--- config.mk ---
export PLATFORM = sky130hd
export DESIGN_NAME = pwm_led_ctrl
export DESIGN_NICKNAME = d
export VERILOG_FILES = /design/src/rtl/pwm_led_ctrl_pkg.sv /design/src/rtl/pwm_chan.sv /design/src/rtl/pwm_led_ctrl.sv
export SDC_FILE = /design/constraint.sdc
export NUM_CORES = 1
export LEC_CHECK = 0
export ABC_AREA = 0
export CORE_MARGIN = 5
export CORE_UTILIZATION = 61
export CTS_CLUSTER_SIZE = 24
export DETAILED_ROUTE_END_ITERATION = 6
export PLACE_DENSITY = 0.81
export SETUP_SLACK_MARGIN = 0.4
export SKIP_CTS_REPAIR_TIMING = 1
export SLEW_MARGIN = 20
export SYNTH_ARGS = -nofsm -noshare
export SYNTH_HDL_FRONTEND = slang
export SYNTH_SLANG_ARGS = --single-unit
--- constraint.sdc ---
create_clock -name clk -period 3.5 [get_ports clk]
set_input_delay 0.525 -clock clk [delete_from_list [all_inputs] [get_ports clk]]
set_output_delay 0.525 -clock clk [all_outputs]
set_load 0.05 [all_outputs]
--- src/rtl/pwm_led_ctrl_pkg.sv ---
// pwm_led_ctrl_pkg: register map, CTRL bit indices and fade FSM encoding shared by the PWM LED controller.
package pwm_led_ctrl_pkg;
    localparam logic [3:0] ADDR_CTRL   = 4'h8;
    localparam logic [3:0] ADDR_PRESC  = 4'h9;
    localparam logic [3:0] ADDR_FADE   = 4'hA;
    localparam logic [3:0] ADDR_STATUS = 4'hB;
    localparam int CTRL_EN  = 0;
    localparam int CTRL_INV = 1;
    typedef enum logic {
        FADE_UP   = 1'b0,
        FADE_DOWN = 1'b1
    } fade_state_t;
endpackage

--- src/rtl/pwm_chan.sv ---
// pwm_chan: one PWM channel with shadow/active duty, period compare and registered output.
module pwm_chan (
    input  logic       clk,
    input  logic       rst,
    input  logic       wr,
    input  logic [7:0] dbw,
    input  logic       boundary,
    input  logic       en,
    input  logic       inv,
    input  logic       fade_sel,
    input  logic [7:0] level,
    input  logic [7:0] cnt,
    output logic [7:0] shadow,
    output logic       pwm
);
    logic [7:0] active;
    logic [7:0] duty;
    assign duty = fade_sel ? level : active;
    // a write landing on the boundary cycle goes straight into the active duty
    always_ff @(posedge clk or posedge rst) begin
        if (rst) begin
            shadow <= '0;
            active <= '0;
            pwm    <= 1'b0;
        end else begin
            if (wr) shadow <= dbw;
            if (boundary) active <= wr ? dbw : shadow;
            pwm <= en ? ((cnt < duty) ^ inv) : inv;
        end
    end
endmodule

--- src/rtl/pwm_led_ctrl.sv ---
// pwm_led_ctrl: multi-channel PWM LED controller with prescaler, 8-bit period counter,
// triangle fade engine and a small register file.
module pwm_led_ctrl
    import pwm_led_ctrl_pkg::*;
#(
    parameter int NCH     = 3,
    parameter int PRESC_W = 8
) (
    input  logic           clk,
    input  logic           rst,
    input  logic [7:0]     dbw,
    input  logic [3:0]     addr,
    input  logic           we,
    output logic [7:0]     dbr,
    output logic [NCH-1:0] pwm
);
    logic [1:0]         ctrl;
    logic [PRESC_W-1:0] presc;
    logic [PRESC_W-1:0] psc;
    logic [NCH-1:0]     fade;
    logic [7:0]         cnt;
    logic [7:0]         level_q;
    logic [7:0]         level_d;
    fade_state_t        state_q;
    fade_state_t        state_d;
    logic               en;
    logic               inv;
    logic               tick;
    logic               boundary;
    logic [7:0]         shadow [NCH];

    assign en       = ctrl[CTRL_EN];
    assign inv      = ctrl[CTRL_INV];
    assign tick     = en && (psc == presc);
    assign boundary = tick && (cnt == 8'hff);

    // counters sit at zero while disabled so enabling restarts a clean period
    always_ff @(posedge clk or posedge rst) begin
        if (rst) begin
            ctrl  <= '0;
            presc <= '0;
            fade  <= '0;
            psc   <= '0;
            cnt   <= '0;
        end else begin
            if (we && addr == ADDR_CTRL) ctrl <= dbw[1:0];
            if (we && addr == ADDR_PRESC) presc <= dbw[PRESC_W-1:0];
            if (we && addr == ADDR_FADE) fade <= dbw[NCH-1:0];
            psc <= (!en || psc >= presc) ? '0 : psc + 1'b1;
            cnt <= !en ? '0 : cnt + 8'(tick);
        end
    end

    always_ff @(posedge clk or posedge rst) begin
        if (rst) begin
            state_q <= FADE_UP;
            level_q <= '0;
        end else begin
            state_q <= state_d;
            level_q <= level_d;
        end
    end

    // the turning point holds its level for one extra period
    always_comb begin
        state_d = state_q;
        level_d = level_q;
        if (!en) begin
            state_d = FADE_UP;
            level_d = '0;
        end else if (boundary) begin
            if (state_q == FADE_UP) begin
                state_d = level_q == 8'hff ? FADE_DOWN : FADE_UP;
                level_d = level_q == 8'hff ? level_q : level_q + 8'd1;
            end else begin
                state_d = level_q == 8'h00 ? FADE_UP : FADE_DOWN;
                level_d = level_q == 8'h00 ? level_q : level_q - 8'd1;
            end
        end
    end

    always_comb begin
        dbr = '0;
        for (int i = 0; i < NCH; i++)
            if (addr == 4'(i)) dbr = shadow[i];
        if (addr == ADDR_CTRL) dbr = {6'b0, ctrl};
        if (addr == ADDR_PRESC) dbr = 8'(presc);
        if (addr == ADDR_FADE) dbr = 8'(fade);
        if (addr == ADDR_STATUS) dbr = {7'b0, state_q == FADE_DOWN};
    end

    for (genvar c = 0; c < NCH; c++) begin : g_chan
        pwm_chan u_chan (
            .clk      (clk),
            .rst      (rst),
            .wr       (we && addr == 4'(c)),
            .dbw      (dbw),
            .boundary (boundary),
            .en       (en),
            .inv      (inv),
            .fade_sel (fade[c]),
            .level    (level_q),
            .cnt      (cnt),
            .shadow   (shadow[c]),
            .pwm      (pwm[c])
        );
    end
endmodule

==> metrics <==
outcome=complete, no violations; Buffers & Inverters on Critical Path=2; Levels on crit path=6; launching point of the worst reg2reg path=psc[5]$_DFF_PP0_; GP Congestion=around 0.83; YS warnings=0; Design Power=approximately 2.8 mW; worst reg-to-reg path cell count=6; die area=approximately 10000 um^2; CTS clk-pin slew, worst paths=80 ps; Mapped Area=5210 um^2; met2 Use GR=0.408; routed length per placed instance=19.9 um; skew final=11.5 ps; #FFs+latches synth=89; complex-gate fraction of the synthesized area=0.0903; simple logic cell fraction of the synthesized area=0.123; delay-heaviest family, CP=buffers and inverters; worst-margin pin slew=714 ps; dominant cell type by area after synthesis=dfrtp_1; Num CTS Buffers=9; I/O Buffers=25; Global Route Usage Sum=0.249; post-synthesis mux area share=0.196; placed instance count=roughly 580; hpwl dp=8450 um; share of layout cells above drive strength 1=0.185; CP cell instances=clkdlybuf4s50_1 > nand2_1 > nor2_1 > o21ai_0 > a31oi_1 > buf_12; first-pass GRT wire length=20000 um; vias per cell=6.21; CTS tree=yes; Pleak=around 2.8 nW; sequential share of the synthesized area=0.428; Starting Density=0.631; fin nets=533; design area=5860 um^2; antenna violations before repair=0; Core Rows=33; worst setup path start=addr[3]; width of the die=between 100 and 150 um; RSZ-0062 raised after global routing=false; setup TNS after final layout=0 ps; xor-xnor portion of the synthesized cell area=0.0387; combinational family with the most area after synthesis=multiplexers; Most used DFF post-synth=dfrtp_1; ys async rst share=1.00; syn nets=between 500 and 600; Die Ht=slightly above 100 um; DR vias=about 3700; syn_area_per_cell=around 11 um^2; maximum clock rate=~360 MHz; layer with the highest usage=met2; Setup-failing EPs final=0; most frequent cells in the layout=dfrtp_1, ha_1, mux2_2, mux2i_1, nand3_1; Power Density=477 nW/um^2; Post-synth EDFFs=0; Final Hold Fails=0; n_diodes=0; DRC Markers=0; Synth cell types=52; CP Capture Type=output pin; Critical R2R Capture=state_q$_DFFE_PP0P_; Ports=26; Max clock buf depth=2; highest-delay cell along the critical path=clkdlybuf4s50_1; clock latency on the worst-skew pair=about 360 ps; synthesized-area fraction occupied by adder cells=0.0903; Area after DPL=between 5000 and 6000 um^2; fin crit period=2790 ps; core footprint=8260 um^2; H-tree Lvls=3; final cell count without fillers=approximately 590; commonest non-fill, non-tap cell in the layout=dfrtp_1; Root Buffer=clkbuf_8; Synth area leaders=dfrtp_1, ha_1, mux2_2, mux2i_1, mux2_4; Startpoint Class=input port; max capacitance violation total=0; relative slew slack=0.523; R2R setup slack=between 800 and 900 ps; post-route ant nets=0; cell count after synthesis=~460; number of global-route vias before repair=about 3900; number of clock sinks=89; class of the most critical setup path=in2out; crit path to=dbr[1]; worst hold path class=reg2reg; post-synth top area share=0.428; GR Util met3=0.0505; largest net degree at the start of global routing=54; worst vdd rail ir drop=roughly 0.34 mV; GR Overflow Total=0; DRT iter0 DRCs=about 220; DRT Pass-1 Iters=5; Crit path arrival time=between 2000 and 2500 ps; final WL=around 12000 um; CP max stage delay=between 900 and 1000 ps; synth-to-layout area growth=12.5%; fin crit share=0.797; Max Slew Vio Count=0; met1 Use GR=0.334; CP required=just under 3000 ps; worst-path fanout max=20
-- worst min-delay path by stage --
stage / cells past startpoint / start / to / slack [ps]
after floorplan: 1 / psc[0]$_DFF_PP0_ / psc[0]$_DFF_PP0_ / 480
after global placement: 1 / g_chan[2].u_chan.active[5]$_DFFE_PP0P_ / g_chan[2].u_chan.active[5]$_DFFE_PP0P_ / 500
after detailed placement: 1 / g_chan[2].u_chan.active[5]$_DFFE_PP0P_ / g_chan[2].u_chan.active[5]$_DFFE_PP0P_ / 500
after CTS: 1 / g_chan[2].u_chan.active[5]$_DFFE_PP0P_ / g_chan[2].u_chan.active[5]$_DFFE_PP0P_ / 520
after global routing: 1 / g_chan[1].u_chan.active[4]$_DFFE_PP0P_ / g_chan[1].u_chan.active[4]$_DFFE_PP0P_ / 530
final: 1 / g_chan[1].u_chan.active[4]$_DFFE_PP0P_ / g_chan[1].u_chan.active[4]$_DFFE_PP0P_ / 510
-- layer usage --
layer  up-vias  wire length, um
met3        36              476
met1      1821             5200
met4         0              359
li1       1703                -
met5         -                0
met2       111             5710
-- flip-flops by register name, summed over array words and instances, names as in the netlist --
name	flops
level_q	8
presc	8
cnt	8
fade	3
g_chan.u_chan.pwm	3
psc	8
g_chan.u_chan.active	24
g_chan.u_chan.shadow	24
ctrl	2
state_q	1
-- power breakdown --
group / internal [mW] / total (mW) / switching [mW] / leakage (nW)
registers: 1.15 / 1.29 / 0.132 / 1.17
clock network: 0.544 / 0.909 / 0.365 / 0.130
logic: 0.273 / 0.599 / 0.325 / 1.48
-- synth_stat cells (3+ instances only) --
cell and n:
inv_1 13, clkbuf_1 8, o21ai_0 20, nand3_1 25, a31oi_1 3, a21o_1 8, dfrtp_1 89, nand3b_1 3
o21a_1 6, nor2_1 17, nand2_1 22, mux2_4 19, and4_1 3, and3_1 4, buf_6 3, o211ai_1 4
buf_2 7, xnor2_1 8, nor2b_1 8, buf_4 4, ha_1 36, a22oi_1 3, mux2i_1 32, nor3_1 4
and2_1 5, a21oi_1 21, a211oi_1 3, nand4_1 6, xor2_1 15, nand2b_1 5, mux2_2 34
-- final cells by class --
class | instances | area [um^2]
multi-input cells | 337 | 2800
fillers | 605 | 2400
flip-flops and latches | 89 | 2230
repair buffers | 31 | 390
well taps | 105 | 131
clock inverters | 6 | 130
clock buffers | 10 | 128
inverters | 13 | 50.0
-- cell families after synthesis --
group           count (synthesis)
simple gates                  114
flops                          89
mux                            87
compound gates                 76
fa+ha+maj                      37
buf+inv                        35
xor+xnor                       23
-- per-stage QoR --
stage | hold slack, ps | setup WS (ps) | utilization
5_1_grt | 534 | 528 | 0.710
3_5_place_dp | 501 | 530 | 0.678
4_1_cts | 517 | 527 | 0.709
2_1_floorplan | 478 | 668 | -
3_3_place_gp | 496 | 596 | 0.678
6_report | 515 | 709 | 0.710
(Power assumes the default switching activity.)
